===== config.mk =====
export PLATFORM = sky130hd
export DESIGN_NAME = cache_test_seq
export DESIGN_NICKNAME = d
export VERILOG_FILES = /design/src/rtl/cache_test_seq.sv
export SDC_FILE = /design/constraint.sdc
export NUM_CORES = 1
export LEC_CHECK = 0
export ABC_AREA = 1
export ABC_CLOCK_PERIOD_IN_PS = 4900
export BUFFER_PORTS_ARGS = -buffer_cell sky130_fd_sc_hd__buf_2
export CORE_MARGIN = 2
export CORE_UTILIZATION = 35
export DETAILED_ROUTE_END_ITERATION = 10
export PLACE_DENSITY_LB_ADDON = 0.12
export SYNTH_ARGS = -nofsm -noshare
export SYNTH_HDL_FRONTEND = slang
export SYNTH_SLANG_ARGS = --single-unit

===== constraint.sdc =====
create_clock -name clk -period 4.9 [get_ports clk]
set_input_delay 0.49 -clock clk [delete_from_list [all_inputs] [get_ports clk]]
set_output_delay 0.49 -clock clk [all_outputs]
set_load 0.02 [all_outputs]

===== src/rtl/cache_test_seq.sv =====
// Programmable transaction sequencer for a cache CPU port: replays a small program of
// read/write entries, captures read data and counts read-compare failures.
module cache_test_seq #(
  parameter int unsigned ADDR_W  = 16,
  parameter int unsigned DATA_W  = 32,
  parameter int unsigned DEPTH   = 8,
  parameter int unsigned TIMEOUT = 255,
  localparam int unsigned IW     = $clog2(DEPTH)
) (
  input  logic              clk,
  input  logic              rst_n,
  input  logic              prog_we,
  input  logic [IW-1:0]     prog_idx,
  input  logic              prog_wr_rd,
  input  logic              prog_chk,
  input  logic [ADDR_W-1:0] prog_addr,
  input  logic [DATA_W-1:0] prog_data,
  input  logic [IW:0]       len,
  input  logic              loop_en,
  input  logic              start,
  input  logic              abort,
  output logic [ADDR_W-1:0] Address_cpu,
  output logic              wr_rd_cpu,
  output logic              cs_cpu,
  output logic [DATA_W-1:0] din_cpu,
  input  logic [DATA_W-1:0] DOut_cpu,
  input  logic              rdy_cpu,
  output logic              busy,
  output logic              done,
  output logic              err_timeout,
  output logic [7:0]        mismatch_cnt,
  output logic [IW-1:0]     fail_idx,
  output logic [15:0]       pass_cnt,
  input  logic [IW-1:0]     cap_idx,
  output logic [DATA_W-1:0] cap_data
);

  localparam int unsigned LW = IW + 1;
  localparam int unsigned CW = $clog2(TIMEOUT + 2);
  localparam logic [CW-1:0] TimeoutVal = CW'(TIMEOUT);
  localparam logic [LW-1:0] DepthVal   = LW'(DEPTH);

  typedef enum logic [2:0] {StIdle, StIssue, StWait, StDone, StErr} state_e;

  state_e            state_q, state_d;
  logic [IW-1:0]     idx_q, idx_d;
  logic [LW-1:0]     len_q, len_d;
  logic              loop_q, loop_d;
  logic              abort_q, abort_d;
  logic [CW-1:0]     wait_q, wait_d;
  logic [7:0]        mism_q, mism_d;
  logic [IW-1:0]     fail_q, fail_d;
  logic [15:0]       pass_q, pass_d;
  logic              cs_q, cs_d;
  logic [ADDR_W-1:0] addr_q, addr_d;
  logic              wr_rd_q, wr_rd_d;
  logic [DATA_W-1:0] din_q, din_d;

  // Program memory is deliberately left out of reset so it survives a reset pulse.
  logic              mem_wr_rd [DEPTH];
  logic              mem_chk   [DEPTH];
  logic [ADDR_W-1:0] mem_addr  [DEPTH];
  logic [DATA_W-1:0] mem_data  [DEPTH];
  logic [DATA_W-1:0] cap_q     [DEPTH];

  logic              prog_open;
  logic              last;
  logic              abort_now;
  logic              rd_mismatch;
  logic [CW-1:0]     wait_inc;
  logic              issue;
  logic [IW-1:0]     issue_idx;
  logic              cap_we;

  assign prog_open   = (state_q == StIdle) || (state_q == StDone) || (state_q == StErr);
  assign last        = ({1'b0, idx_q} == (len_q - LW'(1)));
  assign abort_now   = abort_q | abort;
  assign rd_mismatch = mem_chk[idx_q] && (DOut_cpu != mem_data[idx_q]);
  assign wait_inc    = wait_q + CW'(1);

  always_comb begin
    state_d   = state_q;
    idx_d     = idx_q;
    len_d     = len_q;
    loop_d    = loop_q;
    abort_d   = abort_q;
    wait_d    = wait_q;
    mism_d    = mism_q;
    fail_d    = fail_q;
    pass_d    = pass_q;
    cs_d      = 1'b0;
    addr_d    = addr_q;
    wr_rd_d   = wr_rd_q;
    din_d     = din_q;
    issue     = 1'b0;
    issue_idx = '0;
    cap_we    = 1'b0;

    unique case (state_q)
      StIdle, StDone, StErr: begin
        abort_d = 1'b0;
        if (abort) begin
          state_d = StIdle;
        end else if (start) begin
          len_d  = (len > DepthVal) ? DepthVal : len;
          loop_d = loop_en;
          mism_d = '0;
          fail_d = '0;
          pass_d = '0;
          if (len == '0) begin
            state_d = StDone;
          end else begin
            issue = 1'b1;
          end
        end
      end
      StIssue: begin
        state_d = StWait;
        wait_d  = '0;
        if (abort) abort_d = 1'b1;
      end
      StWait: begin
        if (abort) abort_d = 1'b1;
        if (rdy_cpu) begin
          if (!wr_rd_q) begin
            cap_we = 1'b1;
            if (rd_mismatch) begin
              if (mism_q == 8'd0) fail_d = idx_q;
              if (mism_q != 8'hFF) mism_d = mism_q + 8'd1;
            end
          end
          if (last && loop_q) pass_d = pass_q + 16'd1;
          if (abort_now) begin
            state_d = StIdle;
          end else if (!last) begin
            issue     = 1'b1;
            issue_idx = idx_q + IW'(1);
          end else if (loop_q) begin
            issue = 1'b1;
          end else begin
            state_d = StDone;
          end
        end else if (wait_inc == TimeoutVal) begin
          // A pending abort wins over reporting the timeout.
          state_d = abort_now ? StIdle : StErr;
        end else begin
          wait_d = wait_inc;
        end
      end
      default: state_d = StIdle;
    endcase

    if (issue) begin
      state_d = StIssue;
      idx_d   = issue_idx;
      cs_d    = 1'b1;
      addr_d  = mem_addr[issue_idx];
      wr_rd_d = mem_wr_rd[issue_idx];
      din_d   = mem_data[issue_idx];
    end
  end

  always_ff @(posedge clk or negedge rst_n) begin
    if (!rst_n) begin
      state_q <= StIdle;
      idx_q   <= '0;
      len_q   <= '0;
      loop_q  <= 1'b0;
      abort_q <= 1'b0;
      wait_q  <= '0;
      mism_q  <= '0;
      fail_q  <= '0;
      pass_q  <= '0;
      cs_q    <= 1'b0;
      addr_q  <= '0;
      wr_rd_q <= 1'b0;
      din_q   <= '0;
    end else begin
      state_q <= state_d;
      idx_q   <= idx_d;
      len_q   <= len_d;
      loop_q  <= loop_d;
      abort_q <= abort_d;
      wait_q  <= wait_d;
      mism_q  <= mism_d;
      fail_q  <= fail_d;
      pass_q  <= pass_d;
      cs_q    <= cs_d;
      addr_q  <= addr_d;
      wr_rd_q <= wr_rd_d;
      din_q   <= din_d;
    end
  end

  always_ff @(posedge clk or negedge rst_n) begin
    if (!rst_n) begin
      for (int unsigned i = 0; i < DEPTH; i++) cap_q[i] <= '0;
    end else if (cap_we) begin
      cap_q[idx_q] <= DOut_cpu;
    end
  end

  always_ff @(posedge clk) begin
    if (prog_we && prog_open) begin
      mem_wr_rd[prog_idx] <= prog_wr_rd;
      mem_chk[prog_idx]   <= prog_chk;
      mem_addr[prog_idx]  <= prog_addr;
      mem_data[prog_idx]  <= prog_data;
    end
  end

  assign Address_cpu  = addr_q;
  assign wr_rd_cpu    = wr_rd_q;
  assign cs_cpu       = cs_q;
  assign din_cpu      = din_q;
  assign busy         = (state_q == StIssue) || (state_q == StWait);
  assign done         = (state_q == StDone);
  assign err_timeout  = (state_q == StErr);
  assign mismatch_cnt = mism_q;
  assign fail_idx     = fail_q;
  assign pass_cnt     = pass_q;
  assign cap_data     = cap_q[cap_idx];

endmodule


==> metrics <==
Tot GR Track Use=0.2220; share of cells above drive strength 1=0.1100; Final Setup Violations=0; Synth top area share=0.3500; Die Y-Extent=317.1 um; Routed wire per std cell=21.37 um; syn_nets=3840; Synth Register Bits=754; CP max stage delay=about 0.9 ns; CTS max path bufs=3; Clk Tree Root Cell=clkbuf_16; Max Clk Rate=264.8 MHz; status=complete, no violations; Clock transition at path regs=0.06 ns; Worst-Margin Slew=roughly 1.1 ns; core area=96990 um^2; Post-CTS Setup Bufs=0; Peak VDD IR=~0.00029 V; max-cap viol count=0; Initial Utilization=0.3538; worst path arrival time=4.30 ns; first-pass iteration count of the detailed router=5; hold_buf cts=1; Netlist cell types=44; Syn Std Cell Area=34320 um^2; FP Rows=between 100 and 150; P_leak=roughly 17 nW; beginning of the critical path=idx_q[1]; via count=roughly 27000; Setup crit end kind=register; worst-path fanout max=35; Placer Congestion=0.7947; average size of a mapped cell=9.191 um^2; synth top area cells=edfxtp_1, dfrtp_1, nand2_1; crit path cell chain=nand2_2, inv_1, nand3_2, buf_4, nand2_1, o21ai_0; Worst Reg-to-Reg Cells=6; Stages on worst setup path=6; critical path class=reg -> reg; worst r2r dst=cap_q[27]; Setup TNS=0 ns; Power, Total=~21 mW; Vias per Instance=5.089; Min Hold Slack=0.09264 ns; commonest non-fill, non-tap cell in the layout=nand2_1; latest clock arrival within the worst-skew pair=between 0.6 and 0.7 ns; grt ovf=0; Post-Synthesis Cells=around 3700; hold crit path type=in -> reg; most frequent cells in the layout=nand2_1, o21ai_0, nor2_1; Tcrit/Tclk final=0.7707; R2R Setup Slk=about 1.1 ns; power density over cell area=521.5 nW/um^2; antenna violations before repair=19; RSZ-0062 raised after global routing=no; Tmin final=between 3 and 4 ns; first-pass GRT wire length=167200 um; initial DRC count=1903; TritonCTS Buffers=87; CTS tree=yes; P&R area growth vs syn=14.79%; Worst EP required=roughly 5.4 ns; CTS Sinks=754; Worst Skew=0.02931 ns; routed wire length=111500 um; Final Hold Vio Count=0; Slew headroom=0.2602; register area share after synthesis=0.6081; WP buf/inv=2; Max Transition Viols Final=0; die area=100600 um^2; Port Buffer Count=210; vias in the first global route=roughly 26000; I/O pins=between 200 and 250; Syn. warnings=0; crit-path leading delay family=simple AND/OR/NAND/NOR gates; Die Wd=317.1 um; largest net degree at the start of global routing=between 150 and 200; CP endpoint=cap_q[27]; # H-tree levels=3; DP HPWL=65190 um; fin nets=3971; Worst setup SP type=register; Routed Antenna Nets=0; CTS resizes=0; cell taking the most area after synthesis=edfxtp_1; Post-route DRC=0; crit path max-delay cell type=inv_1; reg2reg start=idx_q[1]
worst reg2reg max path, cell delays in order, from the launching register on:
cell and delay, ns:
dfrtp_1 0.61, nand2_2 0.49, inv_1 0.93, nand3_2 0.90, buf_4 0.53, nand2_1 0.10
o21ai_0 0.08
stage by stage:
step,std cells,setup WS [ns],utilization,instance area (um^2)
final,5218,1.124,0.4062,39390
after global routing,5214,0.7314,0.4061,39380
after CTS,5213,1.038,0.4060,39380
after detailed placement,5051,1.060,0.3776,36620
after global placement,5051,1.140,0.3776,36620
after floorplan,3734,1.392,-,34320
registers in the layout, summed over array words and instances, names as in the netlist, 3 cells and up:
register      cells
mem_addr        128
Address_cpu      16
mismatch_cnt      8
idx_q             3
din_cpu          32
mem_chk           8
pass_cnt         16
state_q           3
mem_data        256
len_q             4
wait_q            9
fail_idx          3
mem_wr_rd         8
cap_q           256
metal layers:
metal,wire length (um),GRT usage
met2,52110,0.3631
met4,2708,0.06071
met1,50590,0.3018
met3,5996,0.04226
met5,120,0
cell usage after synthesis (all sizes together):
library cell and n:
a211oi 3, a21boi 1, a21oi 57, a22o 3, a22oi 1, a31oi 33
and2 1, buf 96, clkbuf 124, clkinv 2, dfrtp 354, edfxtp 400
ha 7, inv 277, nand2 928, nand3 217, nand3b 2, nand4 11
nor2 415, nor3 23, nor3b 6, nor4 5, o211ai 59, o21ai 578
o21bai 17, o221ai 2, o22ai 74, o31ai 6, or2 10, xnor2 8
xor2 14
where the power goes:
group	internal, mW	total (mW)	switching (mW)	leakage [nW]
Sequential	7.88	8.55	0.666	8.31
Clock	3.61	6.33	2.72	1.36
Combinational	1.71	5.67	3.95	7.13
final cells by class:
| cell class | count | area [um^2] |
|---|---|---|
| antenna | 5 | 12.51 |
| clock buffer | 125 | 2461 |
| clock inverter | 36 | 290.3 |
| fill | 9769 | 57600 |
| inverter | 279 | 1056 |
| multi-input combinational | 2481 | 11470 |
| sequential | 754 | 20870 |
| tap | 1276 | 1597 |
| timing repair buffer | 262 | 1632 |
kinds of logic (layout without fill, tap and decap cells):
| family | after synthesis | in the layout | synth area share |
|---|---|---|---|
| DFF | 754 | 754 | 0.6081 |
| other | 0 | 5 | 0 |
| buffers and inverters | 499 | 702 | 0.05994 |
| AOI/OAI and AO/OA | 834 | 834 | 0.1326 |
| adders and majority gates | 7 | 7 | 0.002552 |
| and+or+nand+nor | 1618 | 1618 | 0.1912 |
| xor gates and xnor gates | 22 | 22 | 0.005615 |
worst min path at each step:
stage / start / end / slack (ns) / cells after the start
5_1_grt: len[2] / len_q[2] / 0.06 / 2
2_1_floorplan: rst_n / Address_cpu[0] / 0.19 / 0
3_3_place_gp: cap_q[54] / cap_q[54] / 0.46 / 2
4_1_cts: len[2] / len_q[2] / 0.04 / 2
6_report: len[0] / len_q[0] / 0.09 / 3
3_5_place_dp: fail_idx[1] / fail_idx[1] / 0.46 / 2
No activity file was read; power rests on OpenSTA's default activity.
